[src/rtl/hazard_control_unit_if.sv]
// Control bundle between the 5-stage pipeline and its hazard control unit.
// The pipeline side (master) supplies ID/EX hazard information; the unit
// side (slave) returns register enables, flushes and MUL/DIV status.
interface hazard_control_unit_if #(
   parameter int CNT_W = 16
);
   logic [4:0]       RS1_ID;
   logic [4:0]       RS2_ID;
   logic             USE_RS2_ID;
   logic [4:0]       RD_EX;
   logic             RF_LE_EX;
   logic             MEM_RD_EX;
   logic             MD_START_EX;
   logic             BR_TAKEN_EX;
   logic             PC_LE;
   logic             IFID_LE;
   logic             IFID_CLR;
   logic             IDEX_LE;
   logic             IDEX_CLR;
   logic             EXMEM_CLR;
   logic             MD_BUSY;
   logic             MD_DONE;
   logic [CNT_W-1:0] STALL_CNT;

   modport master (
      output RS1_ID, RS2_ID, USE_RS2_ID, RD_EX, RF_LE_EX, MEM_RD_EX,
             MD_START_EX, BR_TAKEN_EX,
      input  PC_LE, IFID_LE, IFID_CLR, IDEX_LE, IDEX_CLR, EXMEM_CLR,
             MD_BUSY, MD_DONE, STALL_CNT
   );

   modport slave (
      input  RS1_ID, RS2_ID, USE_RS2_ID, RD_EX, RF_LE_EX, MEM_RD_EX,
             MD_START_EX, BR_TAKEN_EX,
      output PC_LE, IFID_LE, IFID_CLR, IDEX_LE, IDEX_CLR, EXMEM_CLR,
             MD_BUSY, MD_DONE, STALL_CNT
   );
endinterface

[src/rtl/hazard_control_unit.sv]
// Pipeline sequencing controller: stalls for load-use hazards, flushes on
// taken branches resolved in EX, and freezes the front end while a
// multi-cycle MUL/DIV occupies EX. Also counts front-end stall cycles.
module hazard_control_unit #(
   parameter int MD_LATENCY = 4,
   parameter int CNT_W      = 16
) (
   input logic                 clk,
   input logic                 rst,
   hazard_control_unit_if.slave bus
);

   typedef enum logic {RUN, MD_WAIT} state_t;

   // The first hold cycle is the start cycle itself, the release cycle is
   // the last one, so the down-counter covers the remaining MD_LATENCY-2.
   localparam logic [7:0] MD_LOAD = 8'(MD_LATENCY - 2);

   state_t           state;
   state_t           state_nxt;
   logic [7:0]       cnt;
   logic [7:0]       cnt_nxt;
   logic [CNT_W-1:0] stall_cnt;

   logic md_hold;
   logic load_use;
   logic pc_le;
   logic ifid_le;
   logic ifid_clr;
   logic idex_le;
   logic idex_clr;
   logic exmem_clr;
   logic md_done;

   // State and MUL/DIV down-counter registers.
   always_ff @(posedge clk) begin
      if (rst) begin
         state <= RUN;
         cnt   <= 8'd0;
      end else begin
         state <= state_nxt;
         cnt   <= cnt_nxt;
      end
   end

   // Next-state logic and control outputs; MD hold beats branch beats load-use.
   always_comb begin
      state_nxt = state;
      cnt_nxt   = cnt;
      pc_le     = 1'b1;
      ifid_le   = 1'b1;
      ifid_clr  = 1'b0;
      idex_le   = 1'b1;
      idex_clr  = 1'b0;
      exmem_clr = 1'b0;
      md_done   = 1'b0;
      md_hold   = 1'b0;
      load_use  = bus.MEM_RD_EX && bus.RF_LE_EX && (bus.RD_EX != 5'd0) &&
                  ((bus.RD_EX == bus.RS1_ID) ||
                   (bus.USE_RS2_ID && (bus.RD_EX == bus.RS2_ID)));
      if (!rst) begin
         case (state)
            RUN: begin
               if (bus.MD_START_EX) begin
                  md_hold   = 1'b1;
                  cnt_nxt   = MD_LOAD;
                  state_nxt = MD_WAIT;
               end
            end
            MD_WAIT: begin
               if (cnt != 8'd0) begin
                  md_hold = 1'b1;
                  cnt_nxt = cnt - 8'd1;
               end else begin
                  md_done   = 1'b1;
                  state_nxt = RUN;
               end
            end
            default: state_nxt = RUN;
         endcase

         if (md_hold) begin
            pc_le     = 1'b0;
            ifid_le   = 1'b0;
            idex_le   = 1'b0;
            exmem_clr = 1'b1;
         end else if (bus.BR_TAKEN_EX) begin
            // ID holds a wrong-path instruction, so its load-use stall is moot.
            ifid_clr = 1'b1;
            idex_clr = 1'b1;
         end else if (load_use) begin
            pc_le    = 1'b0;
            ifid_le  = 1'b0;
            idex_clr = 1'b1;
         end
      end
   end

   // Saturating count of cycles in which the PC was held.
   always_ff @(posedge clk) begin
      if (rst) begin
         stall_cnt <= '0;
      end else if (!pc_le && (stall_cnt != '1)) begin
         stall_cnt <= stall_cnt + 1'b1;
      end
   end

   assign bus.PC_LE     = pc_le;
   assign bus.IFID_LE   = ifid_le;
   assign bus.IFID_CLR  = ifid_clr;
   assign bus.IDEX_LE   = idex_le;
   assign bus.IDEX_CLR  = idex_clr;
   assign bus.EXMEM_CLR = exmem_clr;
   assign bus.MD_DONE   = md_done;
   assign bus.MD_BUSY   = (state == MD_WAIT);
   assign bus.STALL_CNT = stall_cnt;

endmodule

[src/flat_wrapper.sv]
// flat-port wrapper written by rule: the top's interface ports become plain ports
module hazard_control_unit_flat 
#(
   parameter int MD_LATENCY = 4,
   parameter int CNT_W      = 16
)
  (clk, rst, bus_RS1_ID, bus_RS2_ID, bus_USE_RS2_ID, bus_RD_EX, bus_RF_LE_EX, bus_MEM_RD_EX, bus_MD_START_EX, bus_BR_TAKEN_EX, bus_PC_LE, bus_IFID_LE, bus_IFID_CLR, bus_IDEX_LE, bus_IDEX_CLR, bus_EXMEM_CLR, bus_MD_BUSY, bus_MD_DONE, bus_STALL_CNT);
  hazard_control_unit_if #(.CNT_W(CNT_W)) bus_i ();
  input logic clk;
  input logic rst;
  input wire logic [$bits(bus_i.RS1_ID)-1:0] bus_RS1_ID;
  input wire logic [$bits(bus_i.RS2_ID)-1:0] bus_RS2_ID;
  input wire logic [$bits(bus_i.USE_RS2_ID)-1:0] bus_USE_RS2_ID;
  input wire logic [$bits(bus_i.RD_EX)-1:0] bus_RD_EX;
  input wire logic [$bits(bus_i.RF_LE_EX)-1:0] bus_RF_LE_EX;
  input wire logic [$bits(bus_i.MEM_RD_EX)-1:0] bus_MEM_RD_EX;
  input wire logic [$bits(bus_i.MD_START_EX)-1:0] bus_MD_START_EX;
  input wire logic [$bits(bus_i.BR_TAKEN_EX)-1:0] bus_BR_TAKEN_EX;
  output wire logic [$bits(bus_i.PC_LE)-1:0] bus_PC_LE;
  output wire logic [$bits(bus_i.IFID_LE)-1:0] bus_IFID_LE;
  output wire logic [$bits(bus_i.IFID_CLR)-1:0] bus_IFID_CLR;
  output wire logic [$bits(bus_i.IDEX_LE)-1:0] bus_IDEX_LE;
  output wire logic [$bits(bus_i.IDEX_CLR)-1:0] bus_IDEX_CLR;
  output wire logic [$bits(bus_i.EXMEM_CLR)-1:0] bus_EXMEM_CLR;
  output wire logic [$bits(bus_i.MD_BUSY)-1:0] bus_MD_BUSY;
  output wire logic [$bits(bus_i.MD_DONE)-1:0] bus_MD_DONE;
  output wire logic [$bits(bus_i.STALL_CNT)-1:0] bus_STALL_CNT;
  assign bus_i.RS1_ID = bus_RS1_ID;
  assign bus_i.RS2_ID = bus_RS2_ID;
  assign bus_i.USE_RS2_ID = bus_USE_RS2_ID;
  assign bus_i.RD_EX = bus_RD_EX;
  assign bus_i.RF_LE_EX = bus_RF_LE_EX;
  assign bus_i.MEM_RD_EX = bus_MEM_RD_EX;
  assign bus_i.MD_START_EX = bus_MD_START_EX;
  assign bus_i.BR_TAKEN_EX = bus_BR_TAKEN_EX;
  assign bus_PC_LE = bus_i.PC_LE;
  assign bus_IFID_LE = bus_i.IFID_LE;
  assign bus_IFID_CLR = bus_i.IFID_CLR;
  assign bus_IDEX_LE = bus_i.IDEX_LE;
  assign bus_IDEX_CLR = bus_i.IDEX_CLR;
  assign bus_EXMEM_CLR = bus_i.EXMEM_CLR;
  assign bus_MD_BUSY = bus_i.MD_BUSY;
  assign bus_MD_DONE = bus_i.MD_DONE;
  assign bus_STALL_CNT = bus_i.STALL_CNT;
  hazard_control_unit #(.MD_LATENCY(MD_LATENCY), .CNT_W(CNT_W)) u_core (.clk(clk), .rst(rst), .bus(bus_i));
endmodule
[config.mk]
export PLATFORM = sky130hd
export DESIGN_NAME = hazard_control_unit_flat
export DESIGN_NICKNAME = d
export VERILOG_FILES = /design/src/rtl/hazard_control_unit_if.sv /design/src/rtl/hazard_control_unit.sv /design/src/flat_wrapper.sv
export SDC_FILE = /design/constraint.sdc
export NUM_CORES = 1
export LEC_CHECK = 0
export BUFFER_PORTS_ARGS = -buffer_cell sky130_fd_sc_hd__buf_4
export CAP_MARGIN = 20
export CELL_PAD_IN_SITES_DETAIL_PLACEMENT = 1
export CELL_PAD_IN_SITES_GLOBAL_PLACEMENT = 2
export CORE_ASPECT_RATIO = 0.6
export CORE_MARGIN = 2
export CORE_UTILIZATION = 28
export CTS_CLUSTER_SIZE = 28
export DETAILED_ROUTE_END_ITERATION = 12
export PLACE_DENSITY = 0.82
export SETUP_SLACK_MARGIN = 0.4
export SLEW_MARGIN = 20
export SYNTH_ARGS = -nofsm -noshare
export SYNTH_HDL_FRONTEND = slang
export SYNTH_SLANG_ARGS = --single-unit
export TNS_END_PERCENT = 100
[constraint.sdc]
create_clock -name clk -period 2.8 [get_ports clk]
set_input_delay 0.42 -clock clk [delete_from_list [all_inputs] [get_ports clk]]
set_output_delay 0.42 -clock clk [all_outputs]
set_load 0.02 [all_outputs]
==> impl_metrics.ini, run 1 <==
[run_status]
status = complete, no violations

[die]
rows = 19
floorplan.initialDensity_pct = 30.0
die-area_mm2 = 0.00564
fp.dieH_um = 59.0
coreArea_mm2 = 0.00471
die_w_um = 95.6
io_pins = 46

[timing]
post-route-period-util_pct = 80.5
rsz0062_at_grt = no
holdWs_ps = 460
period_needed_ps = 2250
max_slew_margin_pct = 66.6
finClkSkew_ps = 7.36
worstMarginPinSlew_ps = 498
finalMaxSlewViolations = 0
fin_setup_tns_ps = 0
setup_ws_ps = 547
hold_viol = 0
setup_violations = 0
fmax_mhz = 444

[yosys]
yosys.area.top_type = dfxtp_1
syn_area_per_cell_um2 = 8.20
syn_inst = 172
synthDistinctLibCells = 33
ys_top_cells_by_area = dfxtp_1 35%, xor2_1 7.5%, nor2_1 5.3%, or4_1 4.3%, nand3_1 3.9%
ys.warnings.count = 0
yosysSeqAreaShare_pct = 35.5
synth_nets = 197
synth_edf_count = 0
synth_top_cell_area_share_pct = 35.5
ys_ff_latch = 25
ys_async_sr_fraction_pct = 0
synthFlopType = dfxtp_1
syn_area_mm2 = 0.00141

[clock_tree]
postCtsHoldBufs = 0
cts_root_buf = clkbuf_8
clock_sinks = 25
clkTransAtPathRegs_ps = 100
cts_buffer_depth = 2
cts_max_level = 1
cts_buffers = 3
cts_tree = built
insertion_delay_ps = 280

[pwr]
power.density_mw_per_mm2 = 501
p_sw_uw = 329
p_seq_share_pct = 43.3
p_int_uw = 637
irDropWorstVdd_mv = 0.165
combPwrFrac_pct = 33.1
switching_share_pct = 34.0
p_leak_nw = 0.799
total_power_uw = 965
pwr-share-clk_pct = 23.6

[detailed_routing]
drc = 0
drt_wl_total_um = 4350
vias = 1476
avgRoutedWirePerCell_um = 15.3
drt_iter0_markers = 49
ant_nets = 0
drt_pre_antenna_iters = 4
vias_per_cell = 5.20

[global_route]
grt-ovfl-total = 0
grtUsageTotal_pct = 15.6
grt_pass1_vias = 1320
grt_pass1_wl_um = 6790
antenna_found_initial = 0
grt_max_degree = 21

[critical_path]
start_kind = register
cp.arrival_ps = 1830
slowest_delay_ps = 350
critPathTopFamily = simple AND/OR/NAND/NOR gates
path_class = register to primary output
critical_path_required_ps = 2380
crit_top_cell = buf_4
worst-path-max-fanout = 6
endpoint_kind = primary output
path_cells = nor4_2, buf_4, nand4_1, o21ai_4, o31ai_2, nand2_2, buf_4
cp.buffers_inverters = 2
cpMaxStageDelayCell = dfxtp_1

[finish]
areaGrowthSynthToFinish_pct = 36.7
drive_gt1_share_pct = 30.8
antenna_cells = 0
num-nets-final = 247
layout.cells.most_common = buf_4
mostFrequentLayoutCells = 54 x buf_4, 23 x dfxtp_1, 20 x nor2_1
utilization_pct = 41.0

[placed_design]
dpl.hpwl_um = 3270
dpl_worst_slack_ps = 383
gp_congestion = 0.752
io_buffers = 45

[worst_hold_path]
min_path_type = primary input to register

[run]
maxCapViolations = 0
[worst register-to-register path, cell delays in order, from the launching register on]
cell and delay (ps):
dfxtp_1 370, ha_1 230, and3_1 210, nand3_1 200
nor4_1 90, or2_2 400, or4_1 500, a21oi_1 160
[timing repair]
item | CTS | global route
resized for setup | 1 | 7
setup endpoints to repair | 3 | 4
buffers inserted | 0 | 4
pin swaps | 0 | 2
[final timing paths]
check | startpoint | to | slack, ps | cells past startpoint
worst max register to register | u_core.bus.STALL_CNT[0] | u_core.bus.STALL_CNT[10] | 570 | 7
worst min-delay path | rst | u_core.bus.STALL_CNT[13] | 460 | 2
worst max-delay path | u_core.cnt[5] | bus_IFID_LE | 550 | 7
worst min register to register | u_core.bus.STALL_CNT[9] | u_core.bus.STALL_CNT[9] | 500 | 1
[final cells by class]
cell class              instances  area, um^2
clock buffers                   3        41.3
inverters                       6        22.5
well taps                      63        78.8
clock inverters                 1        5.00
repair buffers                 54         405
fillers                       580        2780
multi-input cells             132         872
flip-flops and latches         25         503
[cells by family after synthesis]
kind of cell / Yosys count / synth area share (%)
multiplexers: 3 / 2.13
flip-flops: 25 / 35.5
AND/OR/NAND/NOR: 76 / 28.2
adder cells (fa/ha/maj): 3 / 2.66
AO/OA/AOI/OAI: 35 / 17.6
buffers and inverters: 15 / 4.61
XOR/XNOR: 15 / 9.32
[sequential cells by signal, summed over array words and instances, names as in the netlist]
| name | count |
|---|---|
| u_core.bus.MD_BUSY | 1 |
| u_core.cnt | 8 |
| u_core.bus.STALL_CNT | 16 |
[metal layers]
| metal | wire [um] | GRT usage, % |
|---|---|---|
| met3 | 235 | 3.31 |
| met5 | 0 | 0 |
| met1 | 2330 | 25.4 |
| met2 | 1750 | 21.1 |
| met4 | 27 | 2.45 |
[power groups by stage]
stage | logic (mW) | registers [mW] | clock network (mW)
finish | 0.319 | 0.418 | 0.228
global route | 0.352 | 0.422 | 0.250
CTS | 0.293 | 0.413 | 0.233
detailed placement | 0.291 | 0.420 | 0
global placement | 0.286 | 0.420 | 0
floorplan | 0.175 | 0.419 | 0
[synth_stat cells (3+ instances only)]
| cell | n |
|---|---|
| a21oi_1 | 10 |
| and3_1 | 6 |
| clkbuf_1 | 6 |
| dfxtp_1 | 25 |
| ha_1 | 3 |
| inv_1 | 6 |
| mux2i_1 | 3 |
| nand2_1 | 10 |
| nand3_1 | 11 |
| nand4_1 | 5 |
| nor2_1 | 20 |
| nor3_1 | 5 |
| nor4_1 | 4 |
| o311ai_0 | 5 |
| o31ai_1 | 6 |
| o41ai_1 | 4 |
| or2_2 | 3 |
| or4_1 | 8 |
| xnor2_1 | 3 |
| xor2_1 | 12 |
[stage by stage]
stage | area [um^2] | std cells
finish | 1930 | 284
global route | 1930 | 284
CTS | 1870 | 280
detailed placement | 1820 | 276
global placement | 1820 | 276
floorplan | 1410 | 172
No activity file was read; power rests on OpenSTA's default activity.
==> run 2, diff against run 1 <==
clock period = 2.2 ns   (was 2.8 ns; I/O delays follow)
==> impl_metrics.ini, run 2 (synthesis gave the netlist of run 1 again) <==
[detailed_routing]
ant_nets = 0
vias_per_cell = 5.61
vias = 1767
drt_iter0_markers = 106
drt_pre_antenna_iters = 4
drc = 0
drt_wl_total_um = 6410
avgRoutedWirePerCell_um = 20.3

[finish]
drive_gt1_share_pct = 58.7
final_cells = 315
antenna_cells = 0
layout.cells.most_common = buf_4
areaGrowthSynthToFinish_pct = 82.2
num-nets-final = 278
largest_reg_flops = 16
mostFrequentLayoutCells = 67 x buf_4, 17 x nor2_1, 17 x buf_6
utilization_pct = 54.6

[placed_design]
io_buffers = 45
dp.cells = 284
gp_congestion = 0.766
dpl.hpwl_um = 3670
dpl_worst_slack_ps = -183

[critical_path]
cpMaxStageDelayCell = or4_4
start_kind = primary input
worst-path-max-fanout = 3
path_class = primary input to primary output
path_cells = buf_6, buf_6, or4_4, o211ai_1, buf_4, o31ai_4, nand2_2, buf_6
ff2ff_setup_slack_ps = 110
cp.arrival_ps = 1830
endpoint_kind = primary output
crit_path_end = bus_IFID_LE
rr_startpoint = u_core.bus.STALL_CNT[3]
slowest_delay_ps = 510
crit_start = bus_RD_EX[4]
r2r_end = u_core.bus.STALL_CNT[13]
crit_top_cell = buf_6
critical_path_required_ps = 1870
ff2ff_path_depth = 6

[die]
floorplan.initialDensity_pct = 30.0
coreArea_mm2 = 0.00471
rows = 19
fp.dieH_um = 59.0
die-area_mm2 = 0.00564
die_w_um = 95.6
io_pins = 46

[global_route]
antenna_found_initial = 0
grtUsageTotal_pct = 21.5
grt_use_met1_pct = 27.6
grtUsageMet2_pct = 37.1
grt_max_degree = 19
grt_pass1_wl_um = 9210
grt-ovfl-total = 0
top_usage_layer = met2
met3_usage_pct = 4.96
grt_pass1_vias = 1799

[clock_tree]
insertion_delay_ps = 280
clock_sinks = 25
cts_tree = built
cts_max_level = 1
cts_buffers = 3
postCtsHoldBufs = 0
cts_buffer_depth = 2
cts_root_buf = clkbuf_8
clkTransAtPathRegs_ps = 100

[timing]
setup_ws_ps = 37.5
setup_violations = 0
hold_viol = 0
finClkSkew_ps = 5.72
fin_setup_tns_ps = 0
rsz0062_at_grt = yes
worstMarginPinSlew_ps = 556
finalMaxSlewViolations = 0
fmax_mhz = 462
post-route-period-util_pct = 98.3
period_needed_ps = 2160
max_slew_margin_pct = 62.8

[pwr]
power.density_mw_per_mm2 = 599
p_leak_nw = 1.04
irDropWorstVdd_mv = 0.237
total_power_mw = 1.54

[worst_hold_path]
min_from = rst
min_path_type = primary input to register
hold_depth = 2

[run_status]
status = complete, no violations

[run]
maxCapViolations = 0
run 2: critical path, delay by kind of cell:
kind	cells	cell delay, ps
and+or+nand+nor	2	660
buffers and inverters	4	510
AOI/OAI and AO/OA	2	320
run 2: how the worst min path moves through the flow:
stage	slack, ps	to
after floorplan	470	u_core.cnt[4]
after global placement	490	u_core.cnt[4]
after detailed placement	480	u_core.bus.STALL_CNT[9]
after CTS	360	u_core.bus.STALL_CNT[1]
after global routing	380	u_core.bus.STALL_CNT[1]
final	370	u_core.bus.STALL_CNT[1]
run 2: layout make-up:
cell class,count,area (um^2)
fill,531,2140
multi-input combinational,133,1210
timing repair buffer,84,694
sequential,25,515
tap,63,78.8
clock buffer,3,41.3
inverter,6,22.5
clock inverter,1,7.51
run 2: metrics by stage:
stage	hold slack, ps	cell area (um^2)
floorplan	475	1470
global placement	488	1920
detailed placement	484	1920
CTS	360	2280
global route	381	2570
finish	366	2570
run 2: routing by layer:
| layer | vias up | wire length [um] |
|---|---|---|
| met5 | - | 0 |
| met4 | 0 | 216 |
| met3 | 21 | 422 |
| met2 | 84 | 3170 |
| met1 | 853 | 2600 |
| li1 | 809 | - |
run 2: power by group:
part,internal [mW],leakage (nW),switching [mW]
clock,0.129,0.0217,0.176
combinational,0.355,0.812,0.342
sequential,0.491,0.208,0.0455
run 2: repair_timing:
action,in CTS,in global routing
buffers inserted,17,9
pin swaps,25,16
gates resized for setup,36,45
gates cloned,1,0
endpoints found under the setup margin,27,27
==> run 3, diff against run 2 <==
CORE_ASPECT_RATIO = 1.5   (was 0.6)
==> impl_metrics.ini, run 3 (synthesis gave the netlist of run 1 again) <==
[run_status]
status = complete, no violations

[placed_design]
gp_congestion = 0.791
io_buffers = 45
dpl.hpwl_um = 3410
dp.cells = 293

[finish]
layout.cells.most_common = buf_4
num-nets-final = 277
multiInputGateArea_um2 = 965
largest_reg_flops = 16
areaGrowthSynthToFinish_pct = 62.8
drive_gt1_share_pct = 47.8
regArea_um2 = 514
mostFrequentLayoutCells = 72 x buf_4, 19 x nor2_1, 16 x dfxtp_1
antenna_cells = 0
final_cells = 317
fillers = 589

[detailed_routing]
drc = 0
ant_nets = 0
avgRoutedWirePerCell_um = 15.6
vias_per_cell = 5.27
vias = 1671
drt_iter0_markers = 44
drt_pre_antenna_iters = 4
drt_wl_total_um = 4940

[critical_path]
worst-path-max-fanout = 3
critical_path_required_ps = 1870
endpoint_kind = primary output
path_class = primary input to primary output
start_kind = primary input
cp.arrival_ps = 1740

[die]
fp.dieH_um = 90.9
die-area_mm2 = 0.00563
coreArea_mm2 = 0.00485
io_pins = 46
die_w_um = 61.9
rows = 31
floorplan.initialDensity_pct = 29.1

[run]
maxCapViolations = 0

[global_route]
grt_pass1_vias = 1682
grt-ovfl-total = 0
grt_pass1_wl_um = 7740
grtUsageTotal_pct = 17.7
antenna_found_initial = 0
grt_max_degree = 19

[timing]
rsz0062_at_grt = yes
max_slew_margin_pct = 64.9
fmax_mhz = 484
post-route-period-util_pct = 94.0
finalMaxSlewViolations = 0
period_needed_ps = 2070
setup_violations = 0
finClkSkew_ps = 3.09
worstMarginPinSlew_ps = 522
holdWs_ps = 369
hold_viol = 0
fin_setup_tns_ps = 0

[pwr]
total_power_mw = 1.41
irDropWorstVdd_mv = 0.306
power.density_mw_per_mm2 = 612
p_leak_nw = 0.985

[worst_hold_path]
min_path_type = primary input to register

[clock_tree]
insertion_delay_ps = 280
cts_max_level = 1
cts_root_buf = clkbuf_8
cts_tree = built
cts_buffer_depth = 2
clkTransAtPathRegs_ps = 100
clock_sinks = 25
cts_buffers = 3
run 3: report_power, final:
part           total [mW]  leakage [nW]  internal [mW]  switching, mW
Combinational       0.578         0.752          0.310          0.268
Sequential          0.531         0.207          0.491         0.0405
Clock               0.296        0.0260          0.130          0.166
Total                1.41         0.985          0.931          0.474
run 3: final cells by class:
cell class,instances,share of cell area (%)
clock inverter,1,0.272
inverter,6,0.981
multi-input combinational,133,42.0
tap,66,3.60
clock buffer,3,1.80
sequential,25,22.4
timing repair buffer,83,28.9
run 3: through the flow:
step           util, %  area [um^2]  setup WS [ps]
4_1_cts           44.6         2160            103
3_5_place_dp      40.5         1970          -87.9
2_1_floorplan        -         1470            167
5_1_grt           47.4         2300           33.1
3_3_place_gp      40.5         1970          -61.8
6_report          47.4         2300            133
run 3: timing repair:
action                                 in CTS  in global routing
buffers inserted                           12                  7
hold buffers                                0                  0
pin swaps                                   7                  8
gates resized for setup                    16                 21
endpoints found under the hold margin       0                  0
cloned                                      0                  1
setup endpoints to repair                  25                 25
run 3: worst max-delay path, stage by stage:
cell and delay, ps:
buf_6 100, or4_4 520, o211ai_1 240, buf_4 180, nor2_1 40, nor2_1 110
nor3_2 60, buf_4 160
run 3: per-layer routing:
metal,up-vias,GRT usage [%],share of wire (%)
met1,815,20.7,40
met3,12,3.30,3.4
li1,803,-,-
met2,41,30.1,54
met5,-,0,0
met4,0,7.27,2.5
run 3: final timing paths:
kind | from | endpoint | slack [ps] | cells past startpoint
worst max-delay path | bus_RD_EX[4] | bus_IDEX_CLR | 130 | 8
worst min-delay path | rst | u_core.bus.STALL_CNT[1] | 370 | 2
worst max register to register | u_core.bus.STALL_CNT[0] | u_core.bus.STALL_CNT[13] | 180 | 8
worst min register to register | u_core.bus.STALL_CNT[9] | u_core.bus.STALL_CNT[9] | 460 | 1
